### config.mk
export PLATFORM = sky130hd
export DESIGN_NAME = adc_spi_sampler
export DESIGN_NICKNAME = d
export VERILOG_FILES = /design/src/rtl/adc_pkg.sv /design/src/rtl/sample_tick_gen.sv /design/src/rtl/adc_spi_sampler.sv
export SDC_FILE = /design/constraint.sdc
export NUM_CORES = 1
export LEC_CHECK = 0
export CAP_MARGIN = 20
export CORE_MARGIN = 2
export CORE_UTILIZATION = 40
export CTS_BUF_LIST = sky130_fd_sc_hd__clkbuf_8 sky130_fd_sc_hd__clkbuf_16
export CTS_CLUSTER_DIAMETER = 200
export CTS_CLUSTER_SIZE = 20
export DETAILED_ROUTE_END_ITERATION = 6
export GPL_TIMING_DRIVEN = 0
export PLACE_DENSITY = 0.65
export SYNTH_ARGS = -nofsm -noshare
export SYNTH_HDL_FRONTEND = slang
export SYNTH_HIERARCHICAL = 1
export SYNTH_SLANG_ARGS = --single-unit
### constraint.sdc
create_clock -name sysclk -period 2.1 [get_ports sysclk]
set_input_delay 0.42 -clock sysclk [delete_from_list [all_inputs] [get_ports sysclk]]
set_output_delay 0.42 -clock sysclk [all_outputs]
set_load 0.02 [all_outputs]
### src/rtl/adc_pkg.sv
// Shared FSM encoding and frame geometry for the MCP3002 sampler.
package adc_pkg;

  typedef enum logic [2:0] {
    IDLE,
    CS_SETUP,
    SHIFT,
    CS_HOLD,
    DONE
  } adc_state_e;

  localparam int FRAME_SCK  = 16;
  localparam int CMD_BITS   = 4;
  localparam int NULL_BIT   = 5;
  localparam int FIRST_DATA = 6;
  localparam int LAST_DATA  = 15;
  localparam int ADC_BITS   = 10;

  // start, single-ended, channel select (ODD/SIGN), MSB-first
  function automatic logic [CMD_BITS-1:0] adc_cmd(input logic chan);
    return {1'b1, 1'b1, chan, 1'b1};
  endfunction

endpackage

### src/rtl/sample_tick_gen.sv
// Free-running period counter; emits a registered one-cycle tick once every PERIOD cycles.
module sample_tick_gen #(
  parameter int PERIOD = 5000
) (
  input  logic sysclk,
  input  logic rst_n,
  output logic tick
);

  localparam int CW = (PERIOD > 1) ? $clog2(PERIOD) : 1;

  logic [CW-1:0] cnt;
  logic          wrap;

  assign wrap = (cnt == CW'(PERIOD - 1));

  always_ff @(posedge sysclk or negedge rst_n) begin
    if (!rst_n) begin
      cnt  <= '0;
      tick <= 1'b0;
    end else begin
      cnt  <= wrap ? '0 : cnt + 1'b1;
      tick <= wrap;
    end
  end

endmodule

### src/rtl/adc_spi_sampler.sv
// Paced MCP3002 SPI sampler: one 16-SCK frame per sample tick, 10-bit result with valid strobe.
//   state    | meaning
//   IDLE     | cs_n high, waiting for sample tick
//   CS_SETUP | cs_n low, start bit on din, one half-period before first SCK
//   SHIFT    | 16 SCK periods: command out, null + B9..B0 in
//   CS_HOLD  | sck low, cs_n still low, one half-period
//   DONE     | cs_n high, data_out loaded, data_valid strobe
module adc_spi_sampler
  import adc_pkg::*;
#(
  parameter int CLK_DIV    = 25,
  parameter int SAMPLE_DIV = 5000,
  parameter int CHANNEL    = 1
) (
  input  logic                sysclk,
  input  logic                rst_n,
  input  logic                adc_dout,
  output logic                adc_cs_n,
  output logic                adc_sck,
  output logic                adc_din,
  output logic [ADC_BITS-1:0] data_out,
  output logic                data_valid,
  output logic                busy,
  output logic                overrun
);

  localparam int            HW        = (CLK_DIV > 1) ? $clog2(CLK_DIV) : 1;
  localparam logic [HW-1:0] HALF_LOAD = HW'(CLK_DIV - 1);
  localparam int            PW        = $clog2(FRAME_SCK + 1);

  adc_state_e          state, state_nxt;
  logic [HW-1:0]       half_cnt, half_nxt;
  logic [PW-1:0]       period, period_nxt;
  logic                sck_hi, sck_hi_nxt;
  logic [CMD_BITS-1:0] cmd_sr, cmd_nxt;
  logic [ADC_BITS-1:0] data_sr, data_nxt;
  logic [1:0]          dout_sync;
  logic                tick;
  logic                half_tc;

  sample_tick_gen #(.PERIOD(SAMPLE_DIV)) u_tick (
    .sysclk (sysclk),
    .rst_n  (rst_n),
    .tick   (tick)
  );

  always_ff @(posedge sysclk or negedge rst_n) begin
    if (!rst_n) dout_sync <= 2'b00;
    else        dout_sync <= {dout_sync[0], adc_dout};
  end

  assign half_tc = (half_cnt == '0);

  always_comb begin
    state_nxt  = state;
    half_nxt   = half_cnt;
    period_nxt = period;
    sck_hi_nxt = sck_hi;
    cmd_nxt    = cmd_sr;
    data_nxt   = data_sr;
    case (state)
      IDLE: begin
        if (tick) begin
          state_nxt  = CS_SETUP;
          half_nxt   = HALF_LOAD;
          period_nxt = '0;
          sck_hi_nxt = 1'b0;
          cmd_nxt    = adc_cmd(CHANNEL != 0);
        end
      end
      CS_SETUP: begin
        if (half_tc) begin
          state_nxt  = SHIFT;
          half_nxt   = HALF_LOAD;
          period_nxt = PW'(1);
          sck_hi_nxt = 1'b0;
        end else begin
          half_nxt = half_cnt - 1'b1;
        end
      end
      SHIFT: begin
        if (!half_tc) begin
          half_nxt = half_cnt - 1'b1;
        end else begin
          half_nxt = HALF_LOAD;
          if (!sck_hi) begin
            sck_hi_nxt = 1'b1;
          end else begin
            // last cycle of the high half: sample the synchronized MISO bit
            if (period == PW'(NULL_BIT))
              data_nxt = '0;
            else if (period >= PW'(FIRST_DATA) && period <= PW'(LAST_DATA))
              data_nxt = {data_sr[ADC_BITS-2:0], dout_sync[1]};
            sck_hi_nxt = 1'b0;
            if (period == PW'(FRAME_SCK)) begin
              state_nxt = CS_HOLD;
            end else begin
              period_nxt = period + 1'b1;
              cmd_nxt    = {cmd_sr[CMD_BITS-2:0], 1'b0};
            end
          end
        end
      end
      CS_HOLD: begin
        if (half_tc) state_nxt = DONE;
        else         half_nxt  = half_cnt - 1'b1;
      end
      DONE:    state_nxt = IDLE;
      default: state_nxt = IDLE;
    endcase
  end

  // SPI pins and status are registered from next-state values so they never glitch
  always_ff @(posedge sysclk or negedge rst_n) begin
    if (!rst_n) begin
      state      <= IDLE;
      half_cnt   <= '0;
      period     <= '0;
      sck_hi     <= 1'b0;
      cmd_sr     <= '0;
      data_sr    <= '0;
      adc_cs_n   <= 1'b1;
      adc_sck    <= 1'b0;
      adc_din    <= 1'b0;
      data_out   <= '0;
      data_valid <= 1'b0;
      busy       <= 1'b0;
      overrun    <= 1'b0;
    end else begin
      state      <= state_nxt;
      half_cnt   <= half_nxt;
      period     <= period_nxt;
      sck_hi     <= sck_hi_nxt;
      cmd_sr     <= cmd_nxt;
      data_sr    <= data_nxt;
      adc_cs_n   <= !(state_nxt inside {CS_SETUP, SHIFT, CS_HOLD});
      adc_sck    <= (state_nxt == SHIFT) && sck_hi_nxt;
      adc_din    <= (state_nxt inside {CS_SETUP, SHIFT}) && cmd_nxt[CMD_BITS-1];
      data_valid <= (state_nxt == DONE);
      busy       <= (state_nxt != IDLE);
      if (state_nxt == DONE) data_out <= data_nxt;
      if (tick && state != IDLE) overrun <= 1'b1;
    end
  end

endmodule

==> results of run 1 <==
## what timing repair did
item	CTS	global route
endpoints found under the setup margin	32	23
resized for setup	3	15
cloned	0	1
pin swaps	0	1
setup buffers	1	3
## metrics by stage
step / TNS [ps] / total power, mW / instances / hold slack [ps] / utilization [%]
after global placement: -78900 / 1.21 / 358 / 337 / 45.3
after global routing: -3.68 / 2.43 / 380 / 191 / 50.2
after detailed placement: -2920 / 1.21 / 359 / 337 / 45.6
after CTS: 0 / 2.37 / 376 / 156 / 49.4
after floorplan: 0 / 1.18 / 260 / 124 / -
final: 0 / 2.34 / 380 / 141 / 50.2
## state kept, by name (all words and copies together) (netlist names)
register     flops
busy             1
data_valid       1
period           5
u_tick/tick      1
sck_hi           1
half_cnt         5
adc_cs_n         1
adc_din          1
data_sr         10
adc_sck          1
data_out        10
state            3
u_tick/cnt      13
cmd_sr           4
dout_sync        2
overrun          1
## synthesized netlist by cell type (4+ instances only)
library cell	count	share of area [%]
nor3_1	4	0.72
o31ai_1	4	1.1
ha_1	9	4.0
dfrtp_1	59	53
nor2_1	24	3.2
nand3_1	8	1.4
mux2i_1	12	4.3
inv_1	9	1.2
nand2_1	32	4.3
xor2_1	5	1.6
nand2b_1	4	0.90
o21ai_1	6	1.1
and3_1	4	0.90
a21oi_1	14	2.5
o21ai_0	8	1.4
or3_1	6	1.3
## final timing paths
| path | start | end | slack [ps] | cells past startpoint |
|---|---|---|---|---|
| max reg2reg | half_cnt[1] | data_out[6] | 110 | 9 |
| min reg2reg | dout_sync[0] | dout_sync[1] | 340 | 0 |
| max | half_cnt[1] | data_out[6] | 110 | 9 |
| min in group sysclk | dout_sync[0] | dout_sync[1] | 340 | 0 |
| max in group asynchronous | rst_n | adc_cs_n | 1270 | 2 |
| min | rst_n | data_out[5] | 140 | 1 |
## layer usage
metal	vias to the layer above	GRT usage, %
met5	-	0
met4	0	5.59
met3	9	4.93
met2	22	23.6
met1	936	19.3
li1	989	-
## worst register-to-register path: cells and delay by family (launching register included)
family,cells,cell delay (ps)
buffers and inverters,3,490
multiplexers,1,260
AND/OR/NAND/NOR,2,280
adder cells (fa/ha/maj),1,160
flip-flops,1,390
AO/OA/AOI/OAI,2,310
## area by class of cell
type / instances / area [µm²] / area share (%)
buffer: 7 / 47.5 / 1.40
clock buffer: 10 / 138 / 4.06
clock inverter: 6 / 87.6 / 2.58
inverter: 12 / 45.0 / 1.33
multi-input combinational: 181 / 1240 / 36.5
sequential: 60 / 1500 / 44.3
tap: 80 / 100 / 2.95
timing repair buffer: 24 / 234 / 6.90
## power by group
group | switching (mW) | total [mW] | internal [mW]
Clock | 0.454 | 1.15 | 0.697
Combinational | 0.0223 | 0.0284 | 0.00604
Sequential | 0.000419 | 1.16 | 1.16
## cell families (layout without fill, tap and decap cells)
group                    Yosys count  in the layout  synth area share [%]
AND/OR/NAND/NOR                  104            104                  20.3
flip-flops                        60             60                  54.0
AO/OA/AOI/OAI                     47             47                  10.9
buffers and inverters             19             59                  3.10
multiplexers                      13             13                  5.13
adder cells (fa/ha/maj)            9              9                  4.05
XOR/XNOR                           8              8                  2.52
==> metrics.md, run 1 <==
| Metric | Value |
|---|---|
| Die ar. | `between 7000 and 8000 µm²` |
| I/O Buffers | `18` |
| Routed Antenna Nets | `0` |
| Detail Route met2 WL | `about 2.5 mm` |
| Die W | `slightly below 90 µm` |
| TritonCTS clock tree | `done` |
| Worst hold path type | `in2async` |
| Vias in the first global route | `~1900` |
| Die Height | `just under 90 µm` |
| Post-synth cell types | `50` |
| Number of synthesized flops with an enable pin | `0` |
| Top delay family on crit path | `buffers and inverters` |
| Top sig layer | `met4` |
| Post-Layout Inst Area | `3390 µm²` |
| Synth warn | `6` |
| Status | `finished, final reports clean` |
| Cell row count | `30` |
| Pre-CTS WS | `-318 ps` |
| Slew @ Worst Pin | `736 ps` |
| Most frequent cells in the layout | `dfrtp_1 (59), nand2_1 (32), nor2_1 (24), clkdlybuf4s50_1 (17), a21oi_1 (14)` |
| Max-slew violation count | `0` |
| CTS max path bufs | `2` |
| Core area | `~6800 µm²` |
| Total GRT Usage | `around 15%` |
| Hold_buf cts | `0` |
| Vias | `1956` |
| DR vias/cell | `5.15` |
| Post-layout min period | `1990 ps` |
| Register area share after synthesis | `between 50% and 60%` |
| Post-Route WL | `roughly 5 mm` |
| Commonest register cell after synthesis | `dfrtp_1` |
| Htree depth | `3` |
| Startpoint Class | `flop` |
| Fin nets | `307` |
| Starting Density | `around two fifths` |
| Area after DPL | `between 3000 and 4000 µm²` |
| Total power per unit cell area | `approximately 690 nW/µm²` |
| Worst path bufs/invs | `3` |
| Total CTS buffers | `9` |
| RePlAce Congestion | `around 0.80` |
| Fmax | `503 MHz` |
| Routed len/inst | `13.4 µm` |
| Most common library cell in the layout ignoring fill and taps | `dfrtp_1` |
| CP max stage delay | `roughly 390 ps` |
| Clk root buf | `clkbuf_8` |
| I/O Pins | `19` |
| Final global-route overflow total | `0` |
| Crit path cell chain | `inv_1 > ha_1 > nor4b_4 > buf_6 > nand2_2 > a211oi_2 > buf_4 > mux2i_1 > o21ai_1` |
| First-pass DRT Iterations | `4` |
| Setup violators final | `0` |
| Leak | `around 1.6 nW` |
| Slack of the critical path | `114 ps` |
| First-pass GRT wire length | `just under 9 mm` |
| Synthesized net count | `about 270` |
| Met3 wire len | `148 µm` |
| Synthesized area per cell | `10.7 µm²` |
| Final hold vios | `0` |
| Clk slew on worst S/H paths | `roughly 70 ps` |
| Critical path's slowest cell | `dfrtp_1` |
| CP Class | `reg2reg` |
| HPWL Detailed | `approximately 3.5 mm` |
| Layout cell share with drive strength beyond 1 | `between 10% and 20%` |
| Worst Skew | `around 8.1 ps` |
| Detailed-route DRC error count | `0` |
| Iter 0 DRT Violations | `75` |
| Pin count of the biggest net entering global routing | `33` |
| ANT cells | `0` |
| Max-cap viol count | `0` |
| Critical path arrival | `about 2200 ps` |
| Crit. End Element | `flop` |
| Mapped cell area | `between 2000 and 3000 µm²` |
| WL met1 | `about 2.4 mm` |
| WP data required | `approximately 2300 ps` |
| Layout Area Growth over Synthesis | `21.9%` |
| Worst VDD drop | `between 0.0004 and 0.0005 V` |
| Initial antenna violation count | `0` |
| Syn Inst Count | `260` |
| Clock latency on the worst-skew pair | `approximately 340 ps` |
| Crit-path max FO | `8` |
| Fillers | `630` |
| Clk sinks | `60` |
| Worst rel slew slack | `about half` |
| Final period utilization | `94.6%` |
| Async S/R FF share, synth | `between 90% and 100%` |
| Synth Register Bits | `60` |
No activity file was read; power rests on OpenSTA's default activity.
==> run 2, diff against run 1 <==
--- a/config.mk
+++ b/config.mk
@@ -13,7 +13,7 @@
 export CTS_CLUSTER_SIZE = 20
 export DETAILED_ROUTE_END_ITERATION = 6
 export GPL_TIMING_DRIVEN = 0
-export PLACE_DENSITY = 0.65
+export PLACE_DENSITY = 0.67
 export SYNTH_ARGS = -nofsm -noshare
 export SYNTH_HDL_FRONTEND = slang
 export SYNTH_HIERARCHICAL = 1
==> constraint.sdc (replaced) <==
create_clock -name sysclk -period 1.7 [get_ports sysclk]
set_input_delay 0.34 -clock sysclk [delete_from_list [all_inputs] [get_ports sysclk]]
set_output_delay 0.34 -clock sysclk [all_outputs]
set_load 0.02 [all_outputs]
==> metrics.md, run 2 (synthesis results as in run 1) <==
| Metric | Value |
|---|---|
| Htree depth | `3 (unchanged)` |
| CP max stage delay | `400 ps (about the same)` |
| CTS max path bufs | `2 (unchanged)` |
| Die W | `87.4 µm (unchanged)` |
| Post-layout min period | `1920 ps (-64.8 ps)` |
| WP data required | `1920 ps (-400 ps)` |
| Clk sinks | `60 (unchanged)` |
| Layout Area Growth over Synthesis | `35.2%` |
| Starting Density | `41.2% (unchanged)` |
| DR vias/cell | `5.24 (+1.9%)` |
| Crit path cell chain | `inv_2 > ha_4 > nor4b_4 > buf_6 > buf_4 > nand2_2 > mux2i_4 > o22a_1 > o22a_1` |
| Die ar. | `7640 µm² (unchanged)` |
| Crit path from | `half_cnt[0]` |
| RR Startpoint | `half_cnt[0]` |
| Total GRT Usage | `17.0% (+2.0 points)` |
| Status | `finished with violations` |
| Routed Antenna Nets | `0 (unchanged)` |
| Post-Route WL | `5.81 mm (+14%)` |
| Crit-path max FO | `8 (unchanged)` |
| Final global-route overflow total | `0 (unchanged)` |
| Crit. End Element | `flop` |
| Slack of the critical path | `-222 ps (-335 ps)` |
| Startpoint Class | `flop` |
| First-pass GRT wire length | `9.79 mm (+10%)` |
| Final hold vios | `0 (unchanged)` |
| Die Height | `87.4 µm (unchanged)` |
| Iter 0 DRT Violations | `83 (+11%)` |
| First-pass DRT Iterations | `4 (unchanged)` |
| Setup violators final | `34 (+34)` |
| Slew @ Worst Pin | `675 ps (-60.8 ps)` |
| Biggest register | `u_tick/cnt` |
| Critical path's slowest cell | `dfrtp_1` |
| Total CTS buffers | `9 (unchanged)` |
| I/O Buffers | `18 (unchanged)` |
| Vias | `2092 (+7.0%)` |
| Fmax | `520 MHz (+3.4%)` |
| I/O Pins | `19 (unchanged)` |
| Post-Layout Inst Area | `3760 µm² (+11%)` |
| Pin count of the biggest net entering global routing | `32 (-3.0%)` |
| Critical path arrival | `2140 ps (-70 ps)` |
| Hold_buf cts | `0 (unchanged)` |
| Clk root buf | `clkbuf_8` |
| Fin nets | `326 (+6.2%)` |
| R2R Setup Slk | `-220 ps (-340 ps)` |
| Clock latency on the worst-skew pair | `340 ps (about the same)` |
| Failing checks | `setup timing` |
| HPWL Detailed | `3.52 mm (-0.12%)` |
| ANT cells | `0 (unchanged)` |
| Final period utilization | `113% (+18 points)` |
| Initial antenna violation count | `0 (unchanged)` |
| Leak | `1.71 nW (+8.6%)` |
| Worst Skew | `9.40 ps (+1.30 ps)` |
| Crit path to | `half_cnt[3]` |
| Detailed-route DRC error count | `0 (unchanged)` |
| Total power per unit cell area | `731 nW/µm² (+6.1%)` |
| Core area | `6760 µm² (unchanged)` |
| TritonCTS clock tree | `done` |
| Worst-case reg-to-reg path depth | `9 (unchanged)` |
| Most common library cell in the layout ignoring fill and taps | `dfrtp_1` |
| CP Class | `reg2reg` |
| Worst rel slew slack | `55.0% (+4.1 points)` |
| Worst hold path type | `in2async` |
| Vias in the first global route | `2004 (+3.4%)` |
| Most frequent cells in the layout | `dfrtp_1 (57), nand2_1 (31), nor2_1 (20), buf_4 (20), clkdlybuf4s50_1 (15)` |
| Max-slew violation count | `0 (unchanged)` |
| Area after DPL | `3120 µm² (+1.5%)` |
| Clk slew on worst S/H paths | `60 ps (about the same)` |
| Worst reg2reg path endpoint | `half_cnt[3]` |
| Cell row count | `30 (unchanged)` |
| Max-cap viol count | `0 (unchanged)` |
| Biggest regs | `u_tick/cnt: 13 flops, data_out: 10 flops, data_sr: 10 flops` |
| Setup TNS | `-4980 ps (-4980 ps)` |
| Layout cell share with drive strength beyond 1 | `30.7% (+13 points)` |
| RePlAce Congestion | `0.804 (+0.75%)` |
| Cell mode on critical path | `o22a_1` |
| Unrepaired setup endpoints after global routing | `yes` |
| Routed len/inst | `14.6 µm (+8.4%)` |
| Worst VDD drop | `0.000529 V (+13%)` |
| Max reg flops | `13 (unchanged)` |
-- run 2: cell count changes in the layout (fill, tap and decap cells not counted), moves of 3 or more --
cell	previous run	this run
buf_4	5	20
buf_6	2	6
ha_1	9	5
nor2_1	24	20
ha_4	0	3
mux2i_1	11	8
mux2i_4	1	4
nor2_2	0	3
o21ai_0	7	4
-- run 2: through the flow --
| step | std cells | worst slack [ps] | hold WS [ps] | power (mW) | utilization (%) |
|---|---|---|---|---|---|
| global placement | 358 | -1580 | 338 | 1.49 | 46.0 |
| CTS | 387 | -226 | 44.0 | 2.79 | 53.3 |
| global route | 399 | -316 | 70.0 | 2.86 | 55.7 |
| finish | 399 | -222 | 35.6 | 2.75 | 55.7 |
| floorplan | 260 | -165 | 44.4 | 1.46 | - |
| detailed placement | 359 | -459 | 341 | 1.50 | 46.2 |
-- run 2: cell type report --
cell class,instances,area (µm²)
Sequential cell,60,1510
Clock inverter,5,51.3
Buffer,5,52.6
Multi-Input combinational cell,181,1410
Timing Repair Buffer,45,439
Clock buffer,11,151
Fill cell,577,3000
Inverter,12,50.0
Tap cell,80,100
-- run 2: routing by layer --
layer | wire, µm | global-route usage [%] | vias to the layer above
li1 | - | - | 1016
met1 | 2630 | 21.3 | 1031
met2 | 2900 | 27.0 | 38
met3 | 199 | 6.26 | 7
met4 | 74 | 6.01 | 0
met5 | 0 | 0 | -
-- run 2: worst max-delay path: cells and delay by family, from the launching register on --
family / cells / cell delay, ps
buf+inv: 3 / 370
simple gates: 2 / 260
mux: 1 / 230
fa+ha+maj: 1 / 130
flops: 1 / 400
compound gates: 2 / 420
-- run 2: what timing repair did --
| item | in CTS | in global routing |
|---|---|---|
| pin swaps | 9 | 10 |
| gates cloned | 2 | 0 |
| setup buffers | 12 | 12 |
| resized for setup | 33 | 23 |
| setup endpoints to repair | 44 | 50 |
-- run 2: how the worst min path moves through the flow --
stage | end | start
floorplan | adc_din | rst_n
global placement | dout_sync[1] | dout_sync[0]
detailed placement | dout_sync[1] | dout_sync[0]
CTS | u_tick/cnt[11] | rst_n
global route | u_tick/cnt[11] | rst_n
finish | u_tick/cnt[10] | rst_n
-- run 2: where the power goes --
part	leakage, nW	internal, mW	switching, mW
Combinational	0.794	0.00747	0.0274
Sequential	0.813	1.43	0.000537
Clock	0.107	0.746	0.539
==> run 3, diff against run 2 <==
--- a/config.mk
+++ b/config.mk
@@ -5,15 +5,16 @@
 export SDC_FILE = /design/constraint.sdc
 export NUM_CORES = 1
 export LEC_CHECK = 0
+export ABC_AREA = 1
 export CAP_MARGIN = 20
 export CORE_MARGIN = 2
-export CORE_UTILIZATION = 40
+export CORE_UTILIZATION = 53
 export CTS_BUF_LIST = sky130_fd_sc_hd__clkbuf_8 sky130_fd_sc_hd__clkbuf_16
 export CTS_CLUSTER_DIAMETER = 200
 export CTS_CLUSTER_SIZE = 20
 export DETAILED_ROUTE_END_ITERATION = 6
 export GPL_TIMING_DRIVEN = 0
-export PLACE_DENSITY = 0.67
+export PLACE_DENSITY = 0.82
 export SYNTH_ARGS = -nofsm -noshare
 export SYNTH_HDL_FRONTEND = slang
 export SYNTH_HIERARCHICAL = 1
==> metrics.md, run 3 <==
| Metric | Value |
|---|---|
| Core area | `5850 µm² (-13%)` |
| ANT cells | `0 (unchanged)` |
| Simple-gate share of the synthesized area | `36.6% (+16 points)` |
| DR vias/cell | `5.08 (-3.1%)` |
| Yosys top cell by area | `dfrtp_1` |
| Post-layout util | `66.2% (+11 points)` |
| First-pass GRT wire length | `10.9 mm (+12%)` |
| Worst hold path type | `in2async` |
| Die Height | `81.2 µm (-7.1%)` |
| Setup violators final | `0 (-100%)` |
| Worst VDD drop | `0.000629 V (+19%)` |
| Final global-route overflow total | `0 (unchanged)` |
| Crit path cell chain | `inv_2 > ha_4 > inv_2 > nor2_4 > nand2_4 > buf_6 > nor2_4 > nor3_4 > buf_12 > nand2_1 > o21ai_1` |
| Compound-Gate Fraction of Synth Area | `3.29% (-7.6 points)` |
| Post-Layout Inst Area | `3870 µm² (+3.0%)` |
| Reg power frac | `51.7% (-0.3 points)` |
| I/O Buffers | `18 (unchanged)` |
| Syn Inst Count | `409 (+57%)` |
| Iter 0 DRT Violations | `189 (+130%)` |
| Mapped cell area | `3160 µm² (+13%)` |
| Number of synthesized flops with an enable pin | `0 (unchanged)` |
| Fmax | `595 MHz (+14%)` |
| RePlAce Congestion | `0.867 (+7.8%)` |
| Top delay family on crit path | `simple AND/OR/NAND/NOR gates` |
| Layout Area Growth over Synthesis | `22.7%` |
| Main combinational cell family by area after synthesis | `simple AND/OR/NAND/NOR gates` |
| Pin count of the biggest net entering global routing | `35 (+9.4%)` |
| TritonCTS clock tree | `done` |
| Synth Register Bits | `60 (unchanged)` |
| Most frequent cells in the layout | `nand2_1 (125), dfrtp_1 (56), inv_1 (53), nor2_1 (49), nand3_1 (25)` |
| Clk root buf | `clkbuf_8` |
| Crit. End Element | `flop` |
| Register area share after synthesis | `47.6% (-6.4 points)` |
| CTS max path bufs | `2 (unchanged)` |
| Commonest register cell after synthesis | `dfrtp_1` |
| Status | `finished, final reports clean` |
| Clk pwr share | `47.0% (+0.3 points)` |
| Total power per unit cell area | `714 nW/µm² (-2.4%)` |
| Detailed-route DRC error count | `0 (unchanged)` |
| Setup TNS | `0 ps (+4980 ps)` |
| Startpoint Class | `flop` |
| Post-synth cell types | `28 (-44%)` |
| Routed Antenna Nets | `0 (unchanged)` |
| Worst hold margin | `68.6 ps (+33.0 ps)` |
| Clk slew on worst S/H paths | `70 ps (about the same)` |
| Max-cap viol count | `0 (unchanged)` |
| Unrepaired setup endpoints after global routing | `yes` |
| Worst Skew | `10.7 ps (+1.30 ps)` |
| Synth top area share | `46.8% (-6.3 points)` |
| Htree depth | `3 (unchanged)` |
| Synthesized area per cell | `7.72 µm² (-28%)` |
| Clock latency on the worst-skew pair | `350 ps (about the same)` |
| Post-synthesis xor/xnor area fraction | `0.832% (-1.7 points)` |
| Layout cell share with drive strength beyond 1 | `19.0% (-12 points)` |
| Total CTS buffers | `9 (unchanged)` |
| Fin nets | `465 (+43%)` |
| Vias | `2709 (+29%)` |
| Post-layout min period | `1680 ps (-242 ps)` |
| Die W | `81.2 µm (-7.1%)` |
| Worst rel slew slack | `47.9% (-7.1 points)` |
| Vias in the first global route | `2557 (+28%)` |
| Die ar. | `6590 µm² (-14%)` |
| Clk sinks | `60 (unchanged)` |
| Most common library cell in the layout ignoring fill and taps | `nand2_1` |
| Synth warn | `6 (unchanged)` |
| CP Class | `reg2reg` |
| HPWL Detailed | `4.39 mm (+25%)` |
| Leak | `2.11 nW (+23%)` |
| Routed len/inst | `12.6 µm (-13%)` |
| Worst path bufs/invs | `4 (+1)` |
| Sw Share | `21.0% (+0.45 points)` |
| Mux cell area share after synthesis | `0% (-5.1 points)` |
| Synth area leaders | `dfrtp_1 (47%), nand2_1 (15%), inv_1 (6.5%), nor2_1 (6.2%), nand3_1 (4.1%)` |
| Synthesized net count | `421 (+55%)` |
| CP max stage delay | `410 ps (about the same)` |
| NetSw | `582 µW (+2.7%)` |
| Biggest regs | `u_tick/cnt: 13 flops, data_out: 10 flops, data_sr: 10 flops` |
| Final hold vios | `0 (unchanged)` |
| Count leader, synth | `nand2_1` |
| Post-synthesis adder-cell area fraction | `3.57% (-0.48 points)` |
| Internal Pwr Total | `2.18 mW (about the same)` |
| Max-slew violation count | `0 (unchanged)` |
| Crit-path max FO | `9 (+1)` |
| Max reg flops | `13 (unchanged)` |
| Slew @ Worst Pin | `782 ps (+107 ps)` |
| Area after DPL | `3450 µm² (+10%)` |
| Post-Route WL | `6.74 mm (+16%)` |
| Final period utilization | `98.8% (-14 points)` |
| First-pass DRT Iterations | `4 (unchanged)` |
| Biggest register | `u_tick/cnt` |
| Initial antenna violation count | `0 (unchanged)` |
| Async S/R FF share, synth | `100% (unchanged)` |
| Critical path's slowest cell | `dfrtp_1` |
| Synth cell count leaders | `nand2_1 (127), dfrtp_1 (59), inv_1 (55)` |
| Total GRT Usage | `21.8% (+4.8 points)` |
| Cell row count | `28 (-6.7%)` |
| Starting Density | `54.0% (+13 points)` |
| I/O Pins | `19 (unchanged)` |
| Comb pwr share | `1.3% (about the same)` |
| WP data required | `1930 ps (about the same)` |
| Critical path arrival | `1910 ps (-230 ps)` |
[run 3: cell types whose count changed after synthesis, moves of 6 or more]
cell / delta
nor2_4: +6
or3_1: -6
nor2_1: +28
nand2_1: +95
mux2i_1: -12
nand3_1: +18
nor2_2: +7
nand2_2: +7
nand4_1: +14
inv_1: +46
a21oi_1: -8
[run 3: what timing repair did]
item / in CTS / in global routing
resized for setup: 6 / 28
buffers inserted: 6 / 8
cloned: 0 / 0
hold buffers: 0 / 0
endpoints found under the setup margin: 27 / 36
pin swaps: 1 / 10
[run 3: power groups by stage]
stage / clock [mW] / sequential, mW / combinational, mW
after CTS: 1.33 / 1.43 / 0.0386
after global routing: 1.39 / 1.43 / 0.0425
final: 1.30 / 1.43 / 0.0355
after detailed placement: 0 / 1.46 / 0.0386
after global placement: 0 / 1.46 / 0.0327
after floorplan: 0 / 1.46 / 0.00000679
[run 3: kinds of logic after synthesis]
group                      after synthesis
and+or+nand+nor                        252
adders and majority gates                9
buffers and inverters                   67
DFF                                     60
xor gates and xnor gates                 3
AOI/OAI and AO/OA                       18
[run 3: final cells by class]
| type | count | area, µm² |
|---|---|---|
| Fill cell | 458 | 1980 |
| Sequential cell | 60 | 1510 |
| Multi-Input combinational cell | 282 | 1490 |
| Timing Repair Buffer | 33 | 318 |
| Inverter | 61 | 229 |
| Clock buffer | 11 | 151 |
| Tap cell | 75 | 93.8 |
| Clock inverter | 5 | 51.3 |
| Buffer | 6 | 36.3 |
[run 3: metrics by stage]
step	power (mW)	setup slack (ps)	std cells
2_1_floorplan	1.46	86.5	409
3_3_place_gp	1.49	-1600	502
3_5_place_dp	1.50	-145	503
4_1_cts	2.79	-0.750	525
5_1_grt	2.86	-55.3	533
6_report	2.77	20.4	533
[run 3: per-layer routing]
metal,global-route usage [%],part of all wire [%]
met1,24.9,41
met2,36.9,51
met3,6.78,5.2
met4,10.8,2.5
met5,0,0
[run 3: path summary, 6_finish.rpt]
path,startpoint,end,slack (ps),depth (start not counted)
hold / removal,rst_n,u_tick/cnt[8],70,1
setup / recovery,half_cnt[1],half_cnt[1],20,11
setup reg to reg,half_cnt[1],half_cnt[1],20,11
hold reg to reg,dout_sync[0],dout_sync[1],350,0
min in group sysclk,dout_sync[0],dout_sync[1],350,0
max in group asynchronous,rst_n,adc_cs_n,950,2
